--- src/rtl/multicycle_controller.sv ---
// Multi-cycle instruction sequencer for the 8-bit RISC core: walks each instruction
// through fetch/decode/execute/writeback, handshakes with instruction memory, counts retirements.

`ifndef NOP
`define NOP  3'b000
`endif
`ifndef RADD
`define RADD 3'b001
`endif
`ifndef RSUB
`define RSUB 3'b010
`endif
`ifndef RSRL
`define RSRL 3'b011
`endif
`ifndef RSLL
`define RSLL 3'b100
`endif

module multicycle_controller #(
  parameter int OPW     = 3,
  parameter int EXW     = 3,
  parameter int EXE_LAT = 1,
  parameter int CNT_W   = 16
) (
  input  logic             clk,
  input  logic             reset,
  input  logic [OPW-1:0]   opcode,
  input  logic             imem_ack,
  input  logic             BLT,
  input  logic             BEQ,
  input  logic             halt,
  output logic             imem_req,
  output logic             PCincr,
  output logic             PCbranch,
  output logic [EXW-1:0]   EXE_CMD,
  output logic             ImSel,
  output logic             Reg_w,
  output logic             branchEn,
  output logic             busy,
  output logic             illegal,
  output logic [CNT_W-1:0] retired
);

  localparam int CW = 4;

  localparam logic [OPW-1:0] OP_ADD  = OPW'(0);
  localparam logic [OPW-1:0] OP_SUB  = OPW'(1);
  localparam logic [OPW-1:0] OP_SRL  = OPW'(2);
  localparam logic [OPW-1:0] OP_ADDI = OPW'(3);
  localparam logic [OPW-1:0] OP_SLLI = OPW'(4);
  localparam logic [OPW-1:0] OP_BLT  = OPW'(5);
  localparam logic [OPW-1:0] OP_BEQ  = OPW'(6);
  localparam logic [OPW-1:0] OP_J    = OPW'(7);

  typedef enum logic [2:0] {
    IDLE, FETCH, DECODE, EXEC, WB, BRANCH, JUMP
  } state_t;

  state_t          state;
  logic [OPW-1:0]  op_q;
  logic [CW-1:0]   count;
  logic [EXW-1:0]  alu_cmd;
  logic            imm_sel;
  logic            legal;

  always_ff @(posedge clk or posedge reset) begin
    if (reset) begin
      state   <= IDLE;
      op_q    <= '0;
      count   <= '0;
      retired <= '0;
    end else begin
      case (state)
        IDLE:  state <= FETCH;
        FETCH: begin
          if (!halt && imem_ack) begin
            op_q  <= opcode;
            state <= DECODE;
          end
        end
        DECODE: begin
          case (op_q)
            OP_ADD, OP_SUB, OP_SRL, OP_ADDI, OP_SLLI: begin
              state <= EXEC;
              count <= CW'(EXE_LAT - 1);
            end
            OP_BLT, OP_BEQ: state <= BRANCH;
            OP_J:           state <= JUMP;
            default:        state <= FETCH;
          endcase
        end
        EXEC: begin
          // count was preloaded with EXE_LAT-1, so the dwell is exactly EXE_LAT cycles
          if (count == '0) state <= WB;
          else             count <= count - 1'b1;
        end
        WB, BRANCH, JUMP: begin
          if (retired != '1) retired <= retired + 1'b1;
          state <= FETCH;
        end
        default: state <= IDLE;
      endcase
    end
  end

  // ALU command and immediate select are a pure function of the latched opcode
  always_comb begin
    alu_cmd = EXW'(`NOP);
    imm_sel = 1'b0;
    legal   = 1'b1;
    case (op_q)
      OP_ADD:  alu_cmd = EXW'(`RADD);
      OP_ADDI: begin alu_cmd = EXW'(`RADD); imm_sel = 1'b1; end
      OP_SUB:  alu_cmd = EXW'(`RSUB);
      OP_SRL:  alu_cmd = EXW'(`RSRL);
      OP_SLLI: begin alu_cmd = EXW'(`RSLL); imm_sel = 1'b1; end
      OP_BLT, OP_BEQ, OP_J: ;
      default: legal = 1'b0;
    endcase
  end

  always_comb begin
    imem_req = 1'b0;
    PCincr   = 1'b0;
    PCbranch = 1'b0;
    EXE_CMD  = EXW'(`NOP);
    ImSel    = 1'b0;
    Reg_w    = 1'b0;
    branchEn = 1'b0;
    illegal  = 1'b0;
    busy     = 1'b0;
    case (state)
      FETCH: begin
        imem_req = ~halt;
        PCincr   = ~halt & imem_ack;
      end
      DECODE: begin
        busy    = 1'b1;
        illegal = ~legal;
      end
      EXEC: begin
        busy    = 1'b1;
        EXE_CMD = alu_cmd;
        ImSel   = imm_sel;
      end
      WB: begin
        busy    = 1'b1;
        EXE_CMD = alu_cmd;
        ImSel   = imm_sel;
        Reg_w   = 1'b1;
      end
      BRANCH: begin
        busy     = 1'b1;
        branchEn = 1'b1;
        PCbranch = (op_q == OP_BLT) ? BLT : BEQ;
      end
      JUMP: begin
        busy     = 1'b1;
        PCbranch = 1'b1;
      end
      default: ;
    endcase
  end

endmodule

--- config.mk ---
export PLATFORM = sky130hd
export DESIGN_NAME = multicycle_controller
export DESIGN_NICKNAME = d
export VERILOG_FILES = /design/src/rtl/multicycle_controller.sv
export SDC_FILE = /design/constraint.sdc
export NUM_CORES = 1
export LEC_CHECK = 0
export ABC_CLOCK_PERIOD_IN_PS = 1500
export BUFFER_PORTS_ARGS = -buffer_cell sky130_fd_sc_hd__buf_2
export CAP_MARGIN = 20
export CORE_ASPECT_RATIO = 1.1
export CORE_UTILIZATION = 30
export DETAILED_ROUTE_END_ITERATION = 7
export GPL_TIMING_DRIVEN = 0
export PLACE_DENSITY = 0.54
export SYNTH_ARGS = -nofsm -noshare
export SYNTH_HDL_FRONTEND = slang
export SYNTH_SLANG_ARGS = --single-unit
--- constraint.sdc ---
create_clock -name clk -period 1.5 [get_ports clk]
set_input_delay 0.15 -clock clk [delete_from_list [all_inputs] [get_ports clk]]
set_output_delay 0.15 -clock clk [all_outputs]
set_load 0.02 [all_outputs]
# Yosys cells after proc, flatten, opt, wreduce, memory -nomap -nowiden
# Index checks and enable logic that the tools add are counted.
# op_classes
n_addsub,2
n_eq_ne,18
muxes,18
n_bitwise,2
n_reduce_logical,18
# op_table
cell,count
$pmux 3 s4,2
$eq 3x3->1 const B,7
$add 16x1->16 const B,1
$ne 16x16->1 const B,1
$eq 3x2->1 const B,4
$reduce_or 5->1,2
$mux 3,3
$pmux 3 s3,1
$mux 1,8
$mux 4,2
$pmux 4 s2,1
$reduce_or 2->1,4
$eq 3x1->1 const B,2
$logic_not 3->1,2
$ne 2x2->1 const B,3
$reduce_and 2->1,3
$logic_not 4->1,1
$reduce_or 4->1,1
$sub 4x1->4 const B,1
$reduce_and 3->1,1
$reduce_or 3->1,1
$ne 2x1->1 const B,1
$pmux 1 s2,1
$reduce_bool 2->1,1
4 further kinds,4
# totals
reg_bits,26
input_bits,9
output_inout_bits,27
elab_cells,62

# Depth between registers and ports, before layout
# logic_depth
depth_word,4
mapped_depth,6
depth_no_buf,5

# Worst setup path before layout
# Ideal clock, no wire load.
# synth_timing
path_kind,register to output
start,register state[0]
end,output port EXE_CMD[0]
arrival_time_ps,1760
t_required_ps,1350
path_slack_ps,-410
path_stages_with_launch,5
n_path_buf,1
path_cell_list,dfrtp_1 -> buf_2 -> nor3b_1 -> nor2_1 -> nor3_1
# synth_via
elab_chain_len,3
word_cells_on_any_way,4
cone_classes,eq/ne: 2; mux: 1; reduce/logical: 1
# synth_rtl
item,line,rtl
"start, declared",60,state_t state;
"start signal, assigned",69,state <= IDLE;
"start signal, assigned",75,IDLE: state <= FETCH;
"start signal, assigned",79,state <= DECODE;
$eq 3x3->1 / $eq 3x2->1 (equally long branches),133,case (state)
$reduce_or 2->1 (no source line) (*),-,
$mux 3 (*),133,
"end, declared",36,"output logic [EXW-1:0] EXE_CMD,"
# Every way passes the cells marked *; elsewhere a longest branch is shown, timed or not.

# Worst setup path after layout
# layout_timing
start,register op_q[1]
end,output port PCbranch
# layout_via
elab_chain_len,3
# layout_rtl
item,line,rtl
"start, declared",61,logic [OPW-1:0] op_q;
"start signal, assigned",78,op_q <= opcode;
$eq 3x3->1,156,PCbranch = (op_q == OP_BLT) ? BLT : BEQ;
$mux 1,156,
$pmux 1 s2,133,
"end, declared",35,"output logic PCbranch,"
# Every way passes these cells.

==> results.sh <==
export IMPL_syn_area_per_cell_sq_um=10.3
export IMPL_dpl_cell_count=239
export IMPL_ys_flop_type="dfrtp_1"
export IMPL_synthArstFlopShare_pct=100
export IMPL_hpwl_mm=2.45
export IMPL_power_leakage_nw=1.15
export IMPL_synth_cell_types=44
export IMPL_grt_ovfl_total=0
export IMPL_holdWs_ns=0.0984
export IMPL_end_kind="primary output"
export IMPL_timing_final_ws_setup_ns=-0.124
export IMPL_finalHoldViolations=0
export IMPL_ys_ff_latch=26
export IMPL_synth_top_area_cell="dfrtp_1"
export IMPL_maxCapViolCount=0
export IMPL_critical_path_startpoint_type="flip-flop"
export IMPL_worstPathArrival_ns=1.47
export IMPL_grt_max_degree=27
export IMPL_cts_clk_slew_worst_paths_ns=0.09
export IMPL_cts_sinks=26
export IMPL_syn_nets=160
export IMPL_status="finished with violations"
export IMPL_wirelength_mm=3.91
export IMPL_finalInstanceArea_sq_um=2520
export IMPL_slew_headroom_pct=63.1
export IMPL_vias_per_cell=4.97
export IMPL_worst_pin_slew_ns=0.553
export IMPL_finalCriticalPeriod_ns=1.62
export IMPL_seq_area_frac_synth_pct=42.3
export IMPL_fin_crit_sh_pct=108
export IMPL_grt_usage_pct=14.4
export IMPL_portBuffers=34
export IMPL_placed_area_sq_um=1840
export IMPL_rsz0062_at_grt="yes"
export IMPL_cts_root_buf="clkbuf_8"
export IMPL_dieWidth_um=70.3
export IMPL_cts_inserted_buffers=3
export IMPL_ir_drop_mv=0.833
export IMPL_synth_cells=149
export IMPL_slew_viol_final=0
export IMPL_dieHeight_um=77.1
export IMPL_synth_edff_count=0
export IMPL_wire_per_inst_um=14.2
export IMPL_hold_class="in2reg"
export IMPL_gp_congestion=0.746
export IMPL_fp_dieArea_sq_um=5420
export IMPL_clk_path_buf_depth=2
export IMPL_dr_pass1_iters=4
export IMPL_pin_count=36
export IMPL_start_util_pct=32.2
export IMPL_drcViolationCount=0
export IMPL_final_cell_mix="buf_4 (33), buf_2 (25), dfrtp_2 (18)"
export IMPL_ant_nets=0
export IMPL_nFillCells=419
export IMPL_max_freq_ghz=0.616
export IMPL_final_core_util_pct=52.7
export IMPL_drive_gt1_share_pct=67.1
export IMPL_grt_pass1_vias=1418
export IMPL_h_tree_depth=1
export IMPL_setup_viol=16
export IMPL_dp_slack_ns=-0.135
export IMPL_rows=26
export IMPL_mostFrequentLayoutCell="buf_4"
export IMPL_worstPathRequired_ns=1.35
export IMPL_critPathKind="reg2out"
export IMPL_timing_reg2reg_setup_slack_ns=-0.05
export IMPL_violations="negative setup slack"
export IMPL_core_sq_um=4780
export IMPL_crit_fanout=4
export IMPL_layout_nets=231
export IMPL_vias=1366
export IMPL_grt_pass1_wl_mm=6.30
export IMPL_syn_to_final_growth_pct=63.8
export IMPL_drt_iter0_drc=32
export IMPL_synth_top_area_share_pct=42.3
export IMPL_ys_top_cells_by_area="dfrtp_1 (42%), xor2_1 (8.0%), nor4_2 (3.3%)"
export IMPL_powerDensity_nw_per_um2=1570
export IMPL_netlist_area_sq_um=1540
export IMPL_fin_cells=275
export IMPL_diodes=0
export IMPL_cts_tree="done"
export IMPL_synth_warnings=0
export IMPL_clkLatencyLatePin_ns=0.28
export IMPL_antenna_found_initial=0
export IMPL_skew_ns=0.00656
==> cells in the mapped netlist, types with 3 or more instances <==
master	number
a21oi_1	4
clkbuf_1	3
dfrtp_1	26
inv_1	6
mux2_1	3
mux2_2	4
nand2_1	9
nand3_1	4
nand4_1	3
nor2_1	13
nor2b_1	4
nor3_1	6
nor3b_1	4
nor4_2	4
xnor2_1	3
xor2_1	14
==> cell type report <==
class | instances | area [sq um] | share of cell area, %
plain buffers | 5 | 61.3 | 2.43
repair buffers | 69 | 507 | 20.1
inverters | 6 | 25.0 | 0.994
flip-flops and latches | 26 | 673 | 26.7
multi-input cells | 109 | 1110 | 44.1
clock inverters | 1 | 30.0 | 1.19
well taps | 56 | 70.1 | 2.78
clock buffers | 3 | 41.3 | 1.64
==> worst paths after layout <==
check                                 start           to  depth (start not counted)
worst max-delay path                op_q[1]     PCbranch                          5
worst min-delay path              opcode[2]      op_q[2]                          2
worst max register to register     state[1]  retired[15]                          4
worst min register to register  retired[15]  retired[15]                          1
max in group asynchronous             reset     state[1]                          4
min in group asynchronous             reset   retired[2]                          3
==> flip-flops by register name, indices dropped and copies added (netlist names) <==
name,count
count,4
op_q,3
retired,16
state,3
==> cell families (layout without fill, tap and decap cells) <==
family,Yosys count,after routing,synth area share [%]
other,1,1,0.244
adder cells (fa/ha/maj),2,2,1.63
AND/OR/NAND/NOR,71,71,31.7
flip-flops,26,26,42.3
AO/OA/AOI/OAI,11,11,4.72
buffers and inverters,14,84,4.56
XOR/XNOR,17,17,9.68
multiplexers,7,7,5.13
==> stage by stage <==
step	setup TNS (ns)	total power [mW]
final	-0.634	3.94
after global routing	-2.09	4.20
after CTS	-0.576	3.54
after detailed placement	-0.804	2.52
after global placement	-0.452	2.45
after floorplan	-0.328	2.14
==> power by group <==
| part | total (mW) | internal [mW] | switching, mW | leakage [nW] |
|---|---|---|---|---|
| logic | 2.21 | 1.12 | 1.09 | 0.799 |
| clock network | 0.589 | 0.358 | 0.231 | 0.0357 |
| registers | 1.15 | 0.912 | 0.236 | 0.313 |
| total | 3.94 | 2.38 | 1.56 | 1.15 |
==> critical path: stages (launching register included) <==
cell      delay, ns
dfrtp_2        0.44
nand3b_1       0.19
mux2_4         0.32
nand2_2        0.06
a21boi_2       0.05
buf_6          0.13
==> per-layer routing <==
| metal | up-vias | wire, um | track usage [%] |
|---|---|---|---|
| li1 | 652 | - | - |
| met1 | 676 | 1660 | 16.3 |
| met2 | 31 | 2040 | 26.6 |
| met3 | 7 | 129 | 1.97 |
| met4 | 0 | 76 | 6.20 |
| met5 | - | 0 | 0 |
==> timing repair <==
item / CTS / global route
cloned: 1 / 0
setup buffers: 21 / 11
resized for setup: 43 / 37
hold endpoints to repair: 0 / 12
setup endpoints to repair: 25 / 27
hold buffers: 0 / 1
pin swaps: 18 / 11
Power figures use the tool's default switching activity.
